[src/rtl/regfile_wb_sched.sv]
// regfile_wb_sched: two-source write-back buffer scheduler for the register file write port,
// draining oldest-first and flagging RAW hazards against pending results.
module regfile_wb_sched #(
    parameter int NSRC = 2,
    parameter int XLEN = 32
) (
    input  logic            clk,
    input  logic            rst_n,
    input  logic            s0_valid,
    output logic            s0_ready,
    input  logic [4:0]      s0_rd,
    input  logic [XLEN-1:0] s0_data,
    input  logic            s1_valid,
    output logic            s1_ready,
    input  logic [4:0]      s1_rd,
    input  logic [XLEN-1:0] s1_data,
    input  logic [4:0]      rs1,
    input  logic [4:0]      rs2,
    output logic            hazard_stall,
    output logic            RegWrite,
    output logic [4:0]      rd,
    output logic [XLEN-1:0] WriteData,
    output logic            busy
);
    logic [NSRC-1:0] full, grant, cap, hit;
    logic [4:0]      rd0, rd1;
    logic [XLEN-1:0] data0, data1;
    logic            s1_older;

    assign grant[0] = full[0] && !(full[1] && s1_older);
    assign grant[1] = full[1] && !(full[0] && !s1_older);
    assign s0_ready = !full[0] || grant[0];
    assign s1_ready = !full[1] || grant[1];
    assign cap[0]   = s0_valid && s0_ready && s0_rd != 5'd0;
    assign cap[1]   = s1_valid && s1_ready && s1_rd != 5'd0;
    assign hit[0]   = full[0] && ((rd0 == rs1 && rs1 != 5'd0) || (rd0 == rs2 && rs2 != 5'd0));
    assign hit[1]   = full[1] && ((rd1 == rs1 && rs1 != 5'd0) || (rd1 == rs2 && rs2 != 5'd0));

    assign hazard_stall = |hit;
    assign busy         = |full;
    assign RegWrite     = |grant;
    assign rd           = grant[1] ? rd1 : grant[0] ? rd0 : 5'd0;
    assign WriteData    = grant[1] ? data1 : grant[0] ? data0 : '0;

    // A buffer left behind when the other drains becomes the older one, keeping acceptance order.
    always_ff @(posedge clk or negedge rst_n) begin
        if (!rst_n) begin
            full     <= '0;
            s1_older <= 1'b0;
        end else begin
            full[0]  <= cap[0] || (full[0] && !grant[0]);
            full[1]  <= cap[1] || (full[1] && !grant[1]);
            s1_older <= (cap[0] && cap[1])               ? 1'b0 :
                        (cap[1] && (!full[0] || grant[0])) ? 1'b1 :
                        (cap[0] && (!full[1] || grant[1])) ? 1'b0 :
                        grant[0]                           ? 1'b1 :
                        grant[1]                           ? 1'b0 : s1_older;
        end
    end

    always_ff @(posedge clk) begin
        if (cap[0]) begin
            rd0   <= s0_rd;
            data0 <= s0_data;
        end
        if (cap[1]) begin
            rd1   <= s1_rd;
            data1 <= s1_data;
        end
    end
endmodule

[config.mk]
export PLATFORM = sky130hd
export DESIGN_NAME = regfile_wb_sched
export DESIGN_NICKNAME = d
export VERILOG_FILES = /design/src/rtl/regfile_wb_sched.sv
export SDC_FILE = /design/constraint.sdc
export NUM_CORES = 1
export LEC_CHECK = 0
export ABC_CLOCK_PERIOD_IN_PS = 4800
export CAP_MARGIN = 20
export CORE_MARGIN = 10
export CORE_UTILIZATION = 47
export CTS_BUF_LIST = sky130_fd_sc_hd__clkbuf_4
export DETAILED_ROUTE_END_ITERATION = 8
export GPL_ROUTABILITY_DRIVEN = 0
export MAX_ROUTING_LAYER = met4
export PLACE_DENSITY = 0.87
export SETUP_SLACK_MARGIN = 0.3
export SYNTH_ARGS = -nofsm -noshare
export SYNTH_HDL_FRONTEND = slang
export SYNTH_SLANG_ARGS = --single-unit
[constraint.sdc]
create_clock -name clk -period 4.8 [get_ports clk]
set_input_delay 1.44 -clock clk [delete_from_list [all_inputs] [get_ports clk]]
set_output_delay 1.44 -clock clk [all_outputs]
set_load 0.03 [all_outputs]
# Yosys cells after proc, flatten, opt, wreduce, memory -nomap -nowiden
# Cells that the tools add are included.
# W data, S select, Z words.
op_classes:
  eq_ne: 4
  muxes: 9
  reduce_logical: 40
op_table:
  columns: ["op", "n"]
  rows:
  - ["$mux W32", 2]
  - ["$reduce_bool A5 Y1", 5]
  - ["$eq A5 B5 Y1", 4]
  - ["$logic_and A1 B1 Y1", 19]
  - ["$mux W5", 2]
  - ["$logic_not A1 Y1", 7]
  - ["$logic_or A1 B1 Y1", 6]
  - ["$reduce_or A2 Y1", 3]
  - ["$mux W1", 5]
word_totals:
  regBits: 77
  input_bits: 88
  out_inout_bits: 42

# Depth between registers and ports, before layout
depth:
  ltp_word: 10
  depth_mapped: 5
  ltp_nobuf: 5

# Worst setup path before layout
# OpenSTA, ideal clock, no wires.
synth_path:
  path_type: "in2out"
  start: "input rs2[1]"
  end: "output hazard_stall"
  arrival_ps: 2442
  required_time_ps: 3360
  slack_ps: 918
  stages: 5
  path_buffers: 0
  path_cell_list: "or4_1 -> nor2_2 -> nor4_1 -> o21ai_1 -> nand2_1"
synth_between:
  elab_chain_len: 5
  elab_cells_between_ends: 10
synth_lines:
  columns: ["element", "line", "source"]
  rows:
  - ["start, declared", "18", "input logic [4:0] rs2,"]
  - ["$eq A5 B5 Y1, or another cell as far along", "36", "assign hit[0] = full[0] && ((rd0 == rs1 && rs1 != 5'd0) || (rd0 == rs2 && rs2 != 5'd0));"]
  - ["$logic_and A1 B1 Y1 (on tied branches)", "36, 37", null]
  - ["$logic_or A1 B1 Y1 (on tied branches)", "36, 37", null]
  - ["$logic_and A1 B1 Y1 (on tied branches)", "36, 37", null]
  - ["$reduce_or A2 Y1 *", "39", "assign hazard_stall = |hit;"]
  - ["end, declared", "19", "output logic hazard_stall,"]
# Every way passes the cells marked *; elsewhere a longest branch is shown, timed or not.

# Final worst setup path
# Same ends and word-level chain as after synthesis.

==> reports/metrics.cfg <==
[pwr]
power_frac_seq_pct = 38.0
sw_frac_of_total_pct = 35.8
clock_power_share_pct = 18.1
power_switching_uw = 849
intPower_uw = 1520
pwr_density_cell_nw_per_um2 = 511
combPwrFrac_pct = 43.9
power_leakage_uw = 0.00168
vdd.ir_drop.worst_v = 0.000354

[critical_path]
critical_path_required_ns = 3.36
cp-start-kind = input pin
cp_slowest_cell = or4_4
critical_path.max_stage_delay_ns = 0.54
worst_setup_path_end_kind = output pin
critPathTopFamily = simple AND/OR/NAND/NOR gates
path_class = in2out
crit_start = rs2[1]
path_cells = clkdlybuf4s50_1 > or4_4 > nor2_2 > nor4_1 > o21ai_1 > nand2_1 > buf_2
critPathMaxFanout = 2
cp.arrival_ns = 2.97
reg2reg_from = s1_older
timing.critical_path.buf_inv = 2

[drt]
ant_nets = 0
dr_wl_met3_microns = 613
dr.pass1.iters = 5
met2WireLength_microns = 4230
num_vias = 2137
wl_per_cell_microns = 21.0
vias_per_cell = 5.37
top_layer = met4
drc = 0
wirelength_microns = 8360
drt-met1-wl_microns = 3300
drtIter0Drc = 96

[yosys]
synth-seq-cells = 77
yosysTopAreaCell = edfxtp_1
yosys-top-cells-area = edfxtp_1 73%, a22o_1 11%, xnor2_1 3.4%
avgSynthCellArea_sq_um = 17.4
yosysSeqAreaShare_pct = 75.4
synth_nets = 263
yosysWarnings = 0
ys_types = 20
syn_inst = 175
synth_top_area_share_pct = 72.9
synth_area_sq_um = 3050

[clocking]
htree_levels = 3
cts.sinks = 77
insertion_delay_ns = 0.40
clk_pin_slew_worst_paths_ns = 0.11
tritoncts = done
cts_buffer_depth = 2
numCtsBuffers = 9
root_buffer = clkbuf_4

[die]
die_y_microns = 101
initial_core_util_pct = 48.3
pin_count = 130
die_w_microns = 101
dieArea_sq_um = 10100
core_region_area_sq_um = 6310
placementRows = 29

[timing]
finClkSkew_ns = 0.0101
fin_ws_ns = 0.394
period_share_pct = 91.8
maxSlewViolCount = 0
fin_tns_setup_ns = 0
fmax_mhz = 227
min_period_ns = 4.41
setup_viol = 0
worst-slew-pin-transition_ns = 0.777
hold_violations = 0
slew_headroom_pct = 48.2
grt_setup_unrepaired = no

[cells_and_area]
drive_gt1_share_pct = 10.9
seqCellArea_sq_um = 2300
layout_commonest_cell = clkdlybuf4s50_1
utilization_pct = 73.4
num_antenna_cells = 0
syn_to_final_growth_pct = 52.1
multi_input_area_sq_um = 714
most-common-layout-cells = 128 x clkdlybuf4s50_1, 74 x edfxtp_1, 37 x a22o_1, 12 x xnor2_1, 11 x clkbuf_4
nNetsFinal = 405
fill_cells = 423

[hold_path]
hold_class = reg2reg
worstHoldStart = s1_older

[global_routing]
grt_overflow = 0
grt_max_degree = 23
grtUsageTotal_pct = 16.9
grt_pass1_vias = 2327
grt_pass1_wl_microns = 12600
antenna_found_initial = 0

[place]
numPortBuffers = 129
place_worst_setup_slack_ns = -0.0249
dp_hpwl_microns = 6460

[run_status]
outcome = finished clean

[job]
maxCapViolCount = 0

==> worst reg2reg max path: stages, from the launching register on <==
cell and delay, ns:
dfrtp_1 0.47, inv_1 0.12, nand3_1 0.19, o211ai_2 0.14, inv_1 0.51, buf_4 0.43
==> state kept, by name (all words and copies together) (netlist names) <==
name and cells:
rd1 5, data1 32, rd0 5, full 2, s1_older 1, data0 32
==> Yosys cell counts <==
library cell,n
a21boi_2,2
a22o_1,37
buf_2,6
buf_6,1
clkbuf_2,1
dfrtp_1,3
edfxtp_1,74
inv_1,3
nand2_1,3
nand3_1,6
nor2_1,2
nor2_2,1
nor4_1,4
o211ai_2,2
o21ai_1,3
o22a_1,1
or2_2,2
or4_1,4
xnor2_1,12
xor2_1,8
==> routing by layer <==
| layer | track usage [%] | vias to the layer above |
|---|---|---|
| met3 | 6.24 | 19 |
| li1 | - | 991 |
| met4 | 6.63 | 0 |
| met2 | 27.4 | 99 |
| met5 | - | - |
| met1 | 18.6 | 1028 |
==> layout make-up <==
type | count | share of cell area (%)
Clock inverter | 4 | 1.59
Sequential cell | 77 | 49.5
Timing Repair Buffer | 139 | 29.4
Inverter | 3 | 0.243
Multi-Input combinational cell | 87 | 15.4
Clock buffer | 11 | 1.78
Tap cell | 77 | 2.08
==> power by group through the flow <==
stage / Sequential (uW) / Combinational (uW) / Clock [uW]
finish: 900 / 1040 / 429
global placement: 909 / 1040 / 0
global route: 911 / 1100 / 470
detailed placement: 917 / 1050 / 0
CTS: 901 / 1050 / 439
floorplan: 891 / 608 / 0
==> through the flow <==
step | total power [uW] | instances | instance area, sq um | hold slack (ns)
after floorplan | 1500 | 175 | 3050 | 0.654
after global placement | 1950 | 383 | 4480 | 0.686
after detailed placement | 1970 | 383 | 4480 | 0.706
after CTS | 2390 | 398 | 4630 | 0.749
after global routing | 2480 | 398 | 4640 | 0.779
final | 2370 | 398 | 4640 | 0.733
==> logic make-up after synthesis <==
kind of cell	after synthesis	share of synthesized area [%]
AO/OA/AOI/OAI	45	13.0
XOR/XNOR	20	5.75
buffers and inverters	11	1.89
flip-flops	77	75.4
AND/OR/NAND/NOR	22	4.02
==> timing repair <==
item | in CTS | in global routing
hold buffers | 0 | 0
resized for setup | 5 | 2
endpoints found under the setup margin | 1 | 1
setup buffers | 0 | 0
==> final timing paths <==
check,endpoint,slack (ns),cells after the start
worst max-delay path,hazard_stall,0.39,7
worst min-delay path,full[0],0.73,2
worst max register to register,data1[18],2.62,5
worst min register to register,full[0],0.73,2
max in group asynchronous,full[1],3.44,1
min in group asynchronous,s1_older,1.21,1
Power figures use the tool's default switching activity.
